<file path="config.mk">
export PLATFORM = sky130hd
export DESIGN_NAME = jk_bank_arbiter_flat
export DESIGN_NICKNAME = d
export VERILOG_FILES = /design/src/rtl/jk_bank_arbiter_if.sv /design/src/rtl/jk_bank_arbiter.sv /design/src/flat_wrapper.sv
export SDC_FILE = /design/constraint.sdc
export NUM_CORES = 1
export LEC_CHECK = 0
export BUFFER_PORTS_ARGS = -buffer_cell sky130_fd_sc_hd__buf_2
export CAP_MARGIN = 40
export CORE_UTILIZATION = 48
export DETAILED_ROUTE_END_ITERATION = 6
export GPL_ROUTABILITY_DRIVEN = 0
export PLACE_DENSITY = 0.79
export SKIP_LAST_GASP = 1
export SLEW_MARGIN = 20
export SYNTH_ARGS = -nofsm -noshare
export SYNTH_HDL_FRONTEND = slang
export SYNTH_SLANG_ARGS = --single-unit
</file>
<file path="constraint.sdc">
create_clock -name clk -period 2.5 [get_ports clk]
set_input_delay 0.25 -clock clk [delete_from_list [all_inputs] [get_ports clk]]
set_output_delay 0.25 -clock clk [all_outputs]
set_load 0.02 [all_outputs]
</file>
<file path="src/rtl/jk_bank_arbiter_if.sv">
// Requester-side bus of the JK bank arbiter: per-requester commands in,
// grant/status and the bank state out.
interface jk_bank_arbiter_if #(
  parameter int unsigned NREQ  = 4,
  parameter int unsigned WIDTH = 8,
  parameter int unsigned IDXW  = 3
);
  logic [NREQ-1:0]      req;
  logic [NREQ-1:0]      lock;
  logic [2*NREQ-1:0]    cmd_jk;
  logic [IDXW*NREQ-1:0] cmd_idx;
  logic [NREQ-1:0]      gnt;
  logic                 err;
  logic                 busy;
  logic [IDXW-1:0]      owner;
  logic [WIDTH-1:0]     q;
  logic [WIDTH-1:0]     q_bar;

  modport master (
    output req, lock, cmd_jk, cmd_idx,
    input  gnt, err, busy, owner, q, q_bar
  );

  modport slave (
    input  req, lock, cmd_jk, cmd_idx,
    output gnt, err, busy, owner, q, q_bar
  );
endinterface

</file>
<file path="src/rtl/jk_bank_arbiter.sv">
// Round-robin arbiter with optional lock that applies one JK command per
// IDLE/APPLY pair to an embedded WIDTH-bit JK state bank.
module jk_bank_arbiter #(
  parameter int unsigned NREQ  = 4,
  parameter int unsigned WIDTH = 8,
  parameter int unsigned IDXW  = 3
) (
  input logic              clk,
  input logic              rst,
  jk_bank_arbiter_if.slave bus
);
  localparam int unsigned IdW = (NREQ > 1) ? $clog2(NREQ) : 1;

  typedef enum logic [0:0] {StIdle, StApply} state_e;

  state_e           state_q, state_d;
  logic [IdW-1:0]   rr_ptr_q, rr_ptr_d;
  logic [IdW-1:0]   win_id_q, win_id_d;
  logic [IdW-1:0]   lock_id_q, lock_id_d;
  logic [IdW-1:0]   owner_q, owner_d;
  logic [1:0]       win_jk_q, win_jk_d;
  logic [IDXW-1:0]  win_idx_q, win_idx_d;
  logic             lock_held_q, lock_held_d;
  logic [WIDTH-1:0] q_q, q_d;

  logic             idx_oob;
  logic             lock_active;
  logic             found;
  logic [IdW-1:0]   cand;
  int unsigned      k;

  assign idx_oob = 32'(win_idx_q) >= WIDTH;

  always_comb begin
    state_d     = state_q;
    rr_ptr_d    = rr_ptr_q;
    win_id_d    = win_id_q;
    lock_id_d   = lock_id_q;
    owner_d     = owner_q;
    win_jk_d    = win_jk_q;
    win_idx_d   = win_idx_q;
    lock_held_d = lock_held_q;
    q_d         = q_q;
    lock_active = 1'b0;
    found       = 1'b0;
    cand        = '0;
    k           = 0;

    // The lock only counts while its owner still requests; otherwise fall back to round-robin.
    for (int unsigned r = 0; r < NREQ; r++) begin
      if (lock_held_q && (lock_id_q == IdW'(r)) && bus.req[r]) lock_active = 1'b1;
    end

    unique case (state_q)
      StIdle: begin
        lock_held_d = lock_active;
        if (lock_active) begin
          found = 1'b1;
          cand  = lock_id_q;
        end else begin
          for (int unsigned i = 0; i < NREQ; i++) begin
            k = (32'(rr_ptr_q) + i) % NREQ;
            if (!found && bus.req[IdW'(k)]) begin
              found = 1'b1;
              cand  = IdW'(k);
            end
          end
        end
        if (found) begin
          win_id_d = cand;
          for (int unsigned r = 0; r < NREQ; r++) begin
            if (cand == IdW'(r)) begin
              win_jk_d  = bus.cmd_jk[2*r +: 2];
              win_idx_d = bus.cmd_idx[IDXW*r +: IDXW];
            end
          end
          state_d = StApply;
        end
      end
      StApply: begin
        for (int unsigned b = 0; b < WIDTH; b++) begin
          if (!idx_oob && (32'(win_idx_q) == b)) begin
            unique case (win_jk_q)
              2'b00: q_d[b] = q_q[b];
              2'b01: q_d[b] = 1'b0;
              2'b10: q_d[b] = 1'b1;
              2'b11: q_d[b] = ~q_q[b];
            endcase
          end
        end
        for (int unsigned r = 0; r < NREQ; r++) begin
          if (win_id_q == IdW'(r)) lock_held_d = bus.lock[r];
        end
        lock_id_d = win_id_q;
        rr_ptr_d  = IdW'((32'(win_id_q) + 1) % NREQ);
        owner_d   = win_id_q;
        state_d   = StIdle;
      end
      default: state_d = StIdle;
    endcase
  end

  always_comb begin
    bus.gnt = '0;
    for (int unsigned r = 0; r < NREQ; r++) begin
      bus.gnt[r] = (state_q == StApply) && (win_id_q == IdW'(r));
    end
  end

  assign bus.busy  = (state_q == StApply);
  assign bus.err   = (state_q == StApply) && idx_oob;
  assign bus.owner = IDXW'(owner_q);
  assign bus.q     = q_q;
  assign bus.q_bar = ~q_q;

  always_ff @(posedge clk or posedge rst) begin
    if (rst) begin
      state_q     <= StIdle;
      rr_ptr_q    <= '0;
      win_id_q    <= '0;
      lock_id_q   <= '0;
      owner_q     <= '0;
      win_jk_q    <= '0;
      win_idx_q   <= '0;
      lock_held_q <= 1'b0;
      q_q         <= '0;
    end else begin
      state_q     <= state_d;
      rr_ptr_q    <= rr_ptr_d;
      win_id_q    <= win_id_d;
      lock_id_q   <= lock_id_d;
      owner_q     <= owner_d;
      win_jk_q    <= win_jk_d;
      win_idx_q   <= win_idx_d;
      lock_held_q <= lock_held_d;
      q_q         <= q_d;
    end
  end
endmodule

</file>
<file path="src/flat_wrapper.sv">
// flat-port wrapper written by rule: the top's interface ports become plain ports
module jk_bank_arbiter_flat 
#(
  parameter int unsigned NREQ  = 4,
  parameter int unsigned WIDTH = 8,
  parameter int unsigned IDXW  = 3
)
  (clk, rst, bus_req, bus_lock, bus_cmd_jk, bus_cmd_idx, bus_gnt, bus_err, bus_busy, bus_owner, bus_q, bus_q_bar);
  jk_bank_arbiter_if #(.NREQ(NREQ), .WIDTH(WIDTH), .IDXW(IDXW)) bus_i ();
  input logic clk;
  input logic rst;
  input wire logic [$bits(bus_i.req)-1:0] bus_req;
  input wire logic [$bits(bus_i.lock)-1:0] bus_lock;
  input wire logic [$bits(bus_i.cmd_jk)-1:0] bus_cmd_jk;
  input wire logic [$bits(bus_i.cmd_idx)-1:0] bus_cmd_idx;
  output wire logic [$bits(bus_i.gnt)-1:0] bus_gnt;
  output wire logic [$bits(bus_i.err)-1:0] bus_err;
  output wire logic [$bits(bus_i.busy)-1:0] bus_busy;
  output wire logic [$bits(bus_i.owner)-1:0] bus_owner;
  output wire logic [$bits(bus_i.q)-1:0] bus_q;
  output wire logic [$bits(bus_i.q_bar)-1:0] bus_q_bar;
  assign bus_i.req = bus_req;
  assign bus_i.lock = bus_lock;
  assign bus_i.cmd_jk = bus_cmd_jk;
  assign bus_i.cmd_idx = bus_cmd_idx;
  assign bus_gnt = bus_i.gnt;
  assign bus_err = bus_i.err;
  assign bus_busy = bus_i.busy;
  assign bus_owner = bus_i.owner;
  assign bus_q = bus_i.q;
  assign bus_q_bar = bus_i.q_bar;
  jk_bank_arbiter #(.NREQ(NREQ), .WIDTH(WIDTH), .IDXW(IDXW)) u_core (.clk(clk), .rst(rst), .bus(bus_i));
endmodule
</file>
### Word level (Yosys, flattened, before mapping)

Index checks and enable logic that the tools add are counted.

* bits in registers: 21
* memory bits (writable): 0
* bits in read-only memories: 0
* memories kept: 0
* output and inout bits: 25
* latch bits: 0

* bitwise gates (word level): 11
* shift operators: 0
* order comparisons: 4
* add/subtract/negate cells: 4
* reductions and logical operators: 34
* muxes and demuxes: 53
* multiply operators: 0
* div/mod/pow operators: 0
* equality and inequality tests: 20

Operators with widths (count)
* AND reduction 3 bit: 9
* 2-to-1 mux 1 bit: 25
* one-hot mux 1 bit (3 select lines): 8
* 2-to-1 mux 2 bit: 10
* equality test 2 bit (second input constant): 8
* logical AND 1 bit: 15
* equality test 3 bit (second input constant): 4
* < comparator 2 x 3 -> 1 bit (second input constant): 4
* 2-to-1 mux 3 bit: 4
* inverter 1 bit: 10
* binary-select mux 1 bit (select 2 bit): 4
* equality test 2 x 1 -> 1 bit (second input constant): 4
* logical NOT 2 bit: 4
* inverter 8 bit: 1
* equality test 3 x 2 -> 1 bit (second input constant): 2
* != test 5 bit (second input constant): 1
* adder 2 x 1 -> 2 bit (second input constant): 2
* adder 2 bit (second input constant): 2
* one-hot mux 1 bit (2 select lines): 2
* nonzero test 4 bit: 1
* equality test 3 x 1 -> 1 bit (second input constant): 1
* logical NOT 1 bit: 3
* logical NOT 3 bit: 1
* AND reduction 2 bit: 1

### Longest topological paths before layout

* depth after elaboration: 29
* depth in mapped cells: 8
* mapped depth without buffers: 8

### Worst setup path after synthesis

Ideal clock, no wire load.

* path kind: reg-to-reg
* from: register u_core.lock_id_q[0]
* to: register u_core.win_idx_q[0]
* data arrival time: 1645 ps
* data required time: 2362 ps
* slack: 717 ps
* cell stages (with the launch flop): 7
* cells stage by stage: dfrtp_1 -> mux2i_1 -> o22ai_2 -> o21ai_1 -> buf_4 -> mux2i_1 -> o221ai_1

* longest elaborated chain between the ends: 13
* elaborated cells on any way between the ends: 29
* those cells by class: eq/ne (6); mux (11); reduce/logical (12)

RTL lines
* start: declaration: RTL line jk_bank_arbiter.sv:19 `logic [IdW-1:0] lock_id_q, lock_id_d;`
* start signal: assignment: RTL line jk_bank_arbiter.sv:131 `lock_id_q <= lock_id_d;`
* logical NOT 2 bit: RTL line jk_bank_arbiter.sv:51 `if (lock_held_q && (lock_id_q == IdW'(r)) && bus.req[r]) lock_active = 1'b1;`
* logical AND 1 bit (2 in series): RTL line jk_bank_arbiter.sv:51
* 2-to-1 mux 1 bit (4 in series): RTL line jk_bank_arbiter.sv:51
* 2-to-1 mux 2 bit: RTL line jk_bank_arbiter.sv:57 `if (lock_active) begin`
* 2-to-1 mux 2 bit: RTL line jk_bank_arbiter.sv:54 `unique case (state_q)`
* equality test 2 x 1 -> 1 bit: RTL line jk_bank_arbiter.sv:72 `if (cand == IdW'(r)) begin`
* 2-to-1 mux 3 bit (3 in series): RTL line jk_bank_arbiter.sv:72
* end signal: assignment: RTL line jk_bank_arbiter.sv:134 `win_idx_q <= win_idx_d;`
* end: declaration: RTL line jk_bank_arbiter.sv:22 `logic [IDXW-1:0] win_idx_q, win_idx_d;`

Several ways; a longest one is shown, not always the timed one. The select of a mux whose other input is x is not followed.
A chain may end at the register's enable or synchronous reset.

### Worst setup path in the final report

* from: register u_core.rr_ptr_q[1]
* to: register u_core.win_jk_q[0]

* longest elaborated chain between the ends: 24
* elaborated cells on any way between the ends: 44
* those cells by class: add/sub (3); eq/ne (3); mux (29); reduce/logical (9)

RTL lines
* start: declaration: RTL line jk_bank_arbiter.sv:17 `logic [IdW-1:0] rr_ptr_q, rr_ptr_d;`
* start signal: assignment: RTL line jk_bank_arbiter.sv:129 `rr_ptr_q <= rr_ptr_d;`
* binary-select mux 1 bit (select 2 bit): RTL line jk_bank_arbiter.sv:63 `if (!found && bus.req[IdW'(k)]) begin`
* 2-to-1 mux 1 bit (implied by the code): RTL line jk_bank_arbiter.sv:63
* 2-to-1 mux 1 bit: RTL line jk_bank_arbiter.sv:63
* 2-to-1 mux 1 bit: RTL line jk_bank_arbiter.sv:57
* 2-to-1 mux 1 bit: RTL line jk_bank_arbiter.sv:54
* logical NOT 1 bit: RTL line jk_bank_arbiter.sv:63
* logical AND 1 bit: RTL line jk_bank_arbiter.sv:63
* 2-to-1 mux 1 bit: RTL line jk_bank_arbiter.sv:63
* [6 not listed]
* 2-to-1 mux 1 bit: RTL line jk_bank_arbiter.sv:54
* logical NOT 1 bit: RTL line jk_bank_arbiter.sv:63
* logical AND 1 bit: RTL line jk_bank_arbiter.sv:63
* 2-to-1 mux 2 bit: RTL line jk_bank_arbiter.sv:63
* 2-to-1 mux 2 bit: RTL line jk_bank_arbiter.sv:57
* 2-to-1 mux 2 bit: RTL line jk_bank_arbiter.sv:54
* equality test 2 x 1 -> 1 bit: RTL line jk_bank_arbiter.sv:72
* 2-to-1 mux 2 bit (3 in series): RTL line jk_bank_arbiter.sv:72
* end signal: assignment: RTL line jk_bank_arbiter.sv:133 `win_jk_q <= win_jk_d;`
* end: declaration: RTL line jk_bank_arbiter.sv:21 `logic [1:0] win_jk_q, win_jk_d;`

Several ways; a longest one is shown, not always the timed one. The select of a mux whose other input is x is not followed.

==> qor.csv <==
metric,value,unit
pwr-share-clk,7.5,%
path_clk_slew,0.12,ns
ios,55,
post-place-ws,0.573,ns
crit_type,reg2reg,
first_pass_iters,4,
synth.area.top_cells,"dfrtp_1 (37%), mux2i_1 (11%), nand2_1 (4.8%), o21ai_0 (4.3%), inv_1 (4.3%)",
ys_ff_latch,21,
crit_fanout,10,
max_cap_violations,0,
htreeDepth,1,
p_sw_share,48.6,%
gr-total-overflow,0,
synth_flop_cell,dfrtp_1,
yosysTopAreaCellShare,37.5,%
timing.setup.tns,0,ns
period_needed,1.96,ns
syn-instance-count,160,
numCtsBuffers,3,
dpl.cell_count,236,
async_reset_ff_share,100,%
clock_sinks,21,
drive_above_1_share,32.2,%
reg2reg_depth,4,
grt_first_pass_wirelength,5.12,mm
clockBufferDepth,2,
grt_max_degree,22,
die_x,56.1,um
remaining_drc_errors,0,
worstSetupPathDepth,4,
min_period_over_period,78.5,%
synthTopCellsByCount,"dfrtp_1 (21), nand2_1 (18), inv_1 (16)",
peakVddDrop,0.000771,V
hold_viol,0,
yosysMostFrequentCell,dfrtp_1,
hold_path_class,in2reg,
antenna_found_initial,0,
leakagePower,0.845,nW
die_height,56.1,um
critPathRequiredTime,2.68,ns
synth_warnings,0,
p_int,1.13,mW
synth_edf_count,0,
power_frac_seq,33.5,%
setup_slack,0.537,ns
num_rows,19,
vias_per_cell,5.24,
synth.distinct_cells,34,
hpwl,2.24,mm
max_stage_delay,0.58,ns
yosysTopAreaCell,dfrtp_1,
design_area,1710,um2
synthToLayoutAreaGrowth,21.9,%
crit_family,multiplexers,
avgSynthCellArea,8.77,um2
endpoint_kind,flip-flop,
core,2760,um2
fin_skew,0.00503,ns
hold_ws,0.252,ns
nets,246,
p_switching,1.07,mW
holdPathStages,3,
drv_slew,0,
fmaxAchievable,510,MHz
fillers,260,
finalPower,2.19,mW
post-route-util,62.0,%
path_cells,mux4_2 > o31ai_4 > or2b_4 > o221ai_1,
start_util,50.9,%
grtUsageTotal,20.2,%
start_kind,flip-flop,
pwr-share-comb,59.0,%
yosysSeqAreaShare,37.5,%
root_buffer,clkbuf_4,
final_cells,242,
drtIter0Drc,56,
powerDensity,1280,nW/um2
wl,2.86,mm
cp_data_arrival_time,2.14,ns
port_buffers,52,
dpl_cell_area,1660,um2
rsz0062_at_grt,no,
status,finished clean,
synthesis.area,1400,um2
antenna_left,0,
cp.buffers_inverters,0,
setup_viol_count_final,0,
clkLatencyLatePin,0.30,ns
wl_per_cell,11.8,um
post_cts_buffers,0,
die-area,3140,um2
n_antenna_cell,0,
num_vias,1267,
critPathSlowestCell,mux4_2,
cts_tree,yes,
grt_pass1_vias,1212,
[placed cells by master, fill, tap and decap left out, types with 2 or more instances in the layout]
cell type  count
a21oi_1        7
a221oi_1       2
and2_1         4
buf_2         52
clkbuf_4       3
conb_1         2
dfrtp_1       21
ha_1           4
inv_1         16
mux2_2         3
mux2i_1       15
nand2_1       18
nand2b_1       3
nand3_1        8
nor2_1        14
nor3_1         3
o21ai_0       12
o221ai_1       5
or2_2          2
[state kept, by name, indices dropped and copies added, names as in the netlist]
| name | flops |
|---|---|
| u_core.bus.busy | 1 |
| u_core.bus.q | 8 |
| u_core.win_idx_q | 3 |
| u_core.lock_held_q | 1 |
| u_core.lock_id_q | 2 |
| u_core.rr_ptr_q | 2 |
| u_core.win_jk_q | 2 |
| u_core.win_id_q | 2 |
[final timing paths]
kind | startpoint | end | slack, ns
worst max-delay path | u_core.rr_ptr_q[1]$_DFFE_PP0P_ | u_core.win_jk_q[0]$_DFFE_PP0P_ | 0.54
worst min-delay path | bus_lock[3] | u_core.lock_held_q$_DFFE_PP0P_ | 0.25
worst max register to register | u_core.rr_ptr_q[1]$_DFFE_PP0P_ | u_core.win_jk_q[0]$_DFFE_PP0P_ | 0.54
worst min register to register | u_core.win_idx_q[2]$_DFFE_PP0P_ | u_core.win_idx_q[2]$_DFFE_PP0P_ | 0.54
max in group asynchronous | rst | u_core.win_idx_q[2]$_DFFE_PP0P_ | 1.82
min in group asynchronous | rst | u_core.bus.q[2]$_DFFE_PP0P_ | 0.34
[per-layer routing]
metal	routed length (um)	part of all wire, %	track usage, %
met5	0	0	0
met4	22	0.77	6.27
met3	145	5.1	2.09
met2	1330	47	32.5
met1	1360	48	28.7
[worst min-delay path, delay by kind of cell]
kind | cells | cell delay, ns
buffers and inverters | 1 | 0.08
AOI/OAI and AO/OA | 2 | 0.18
[kinds of logic after synthesis]
group,Yosys count,synth area share [%]
adder cells (fa/ha/maj),4,3.57
AND/OR/NAND/NOR,56,18.7
flip-flops,21,37.5
multiplexers,19,14.7
other,1,0.267
buffers and inverters,25,8.21
AO/OA/AOI/OAI,34,17.0
[repair_timing]
item | in CTS | in global routing
endpoints found under the setup margin | 0 | 0
hold buffers | 0 | 1
hold endpoints to repair | 0 | 21
gates resized for setup | 0 | 0
[final cells by class]
class | count | area [um2] | share of cell area (%)
Inverter | 16 | 60.1 | 3.51
Tap cell | 31 | 38.8 | 2.27
Clock inverter | 1 | 5.00 | 0.293
Clock buffer | 3 | 22.5 | 1.32
Sequential cell | 21 | 526 | 30.7
Timing Repair Buffer | 55 | 293 | 17.1
Multi-Input combinational cell | 115 | 766 | 44.8
[power groups by stage]
stage	Clock [mW]	Combinational, mW	Sequential, mW
after global placement	0	1.28	0.739
after floorplan	0	0.966	0.744
final	0.165	1.29	0.734
after detailed placement	0	1.29	0.744
after global routing	0.184	1.42	0.775
after CTS	0.169	1.30	0.735
Note: power is estimated with default switching activity, not from simulation.
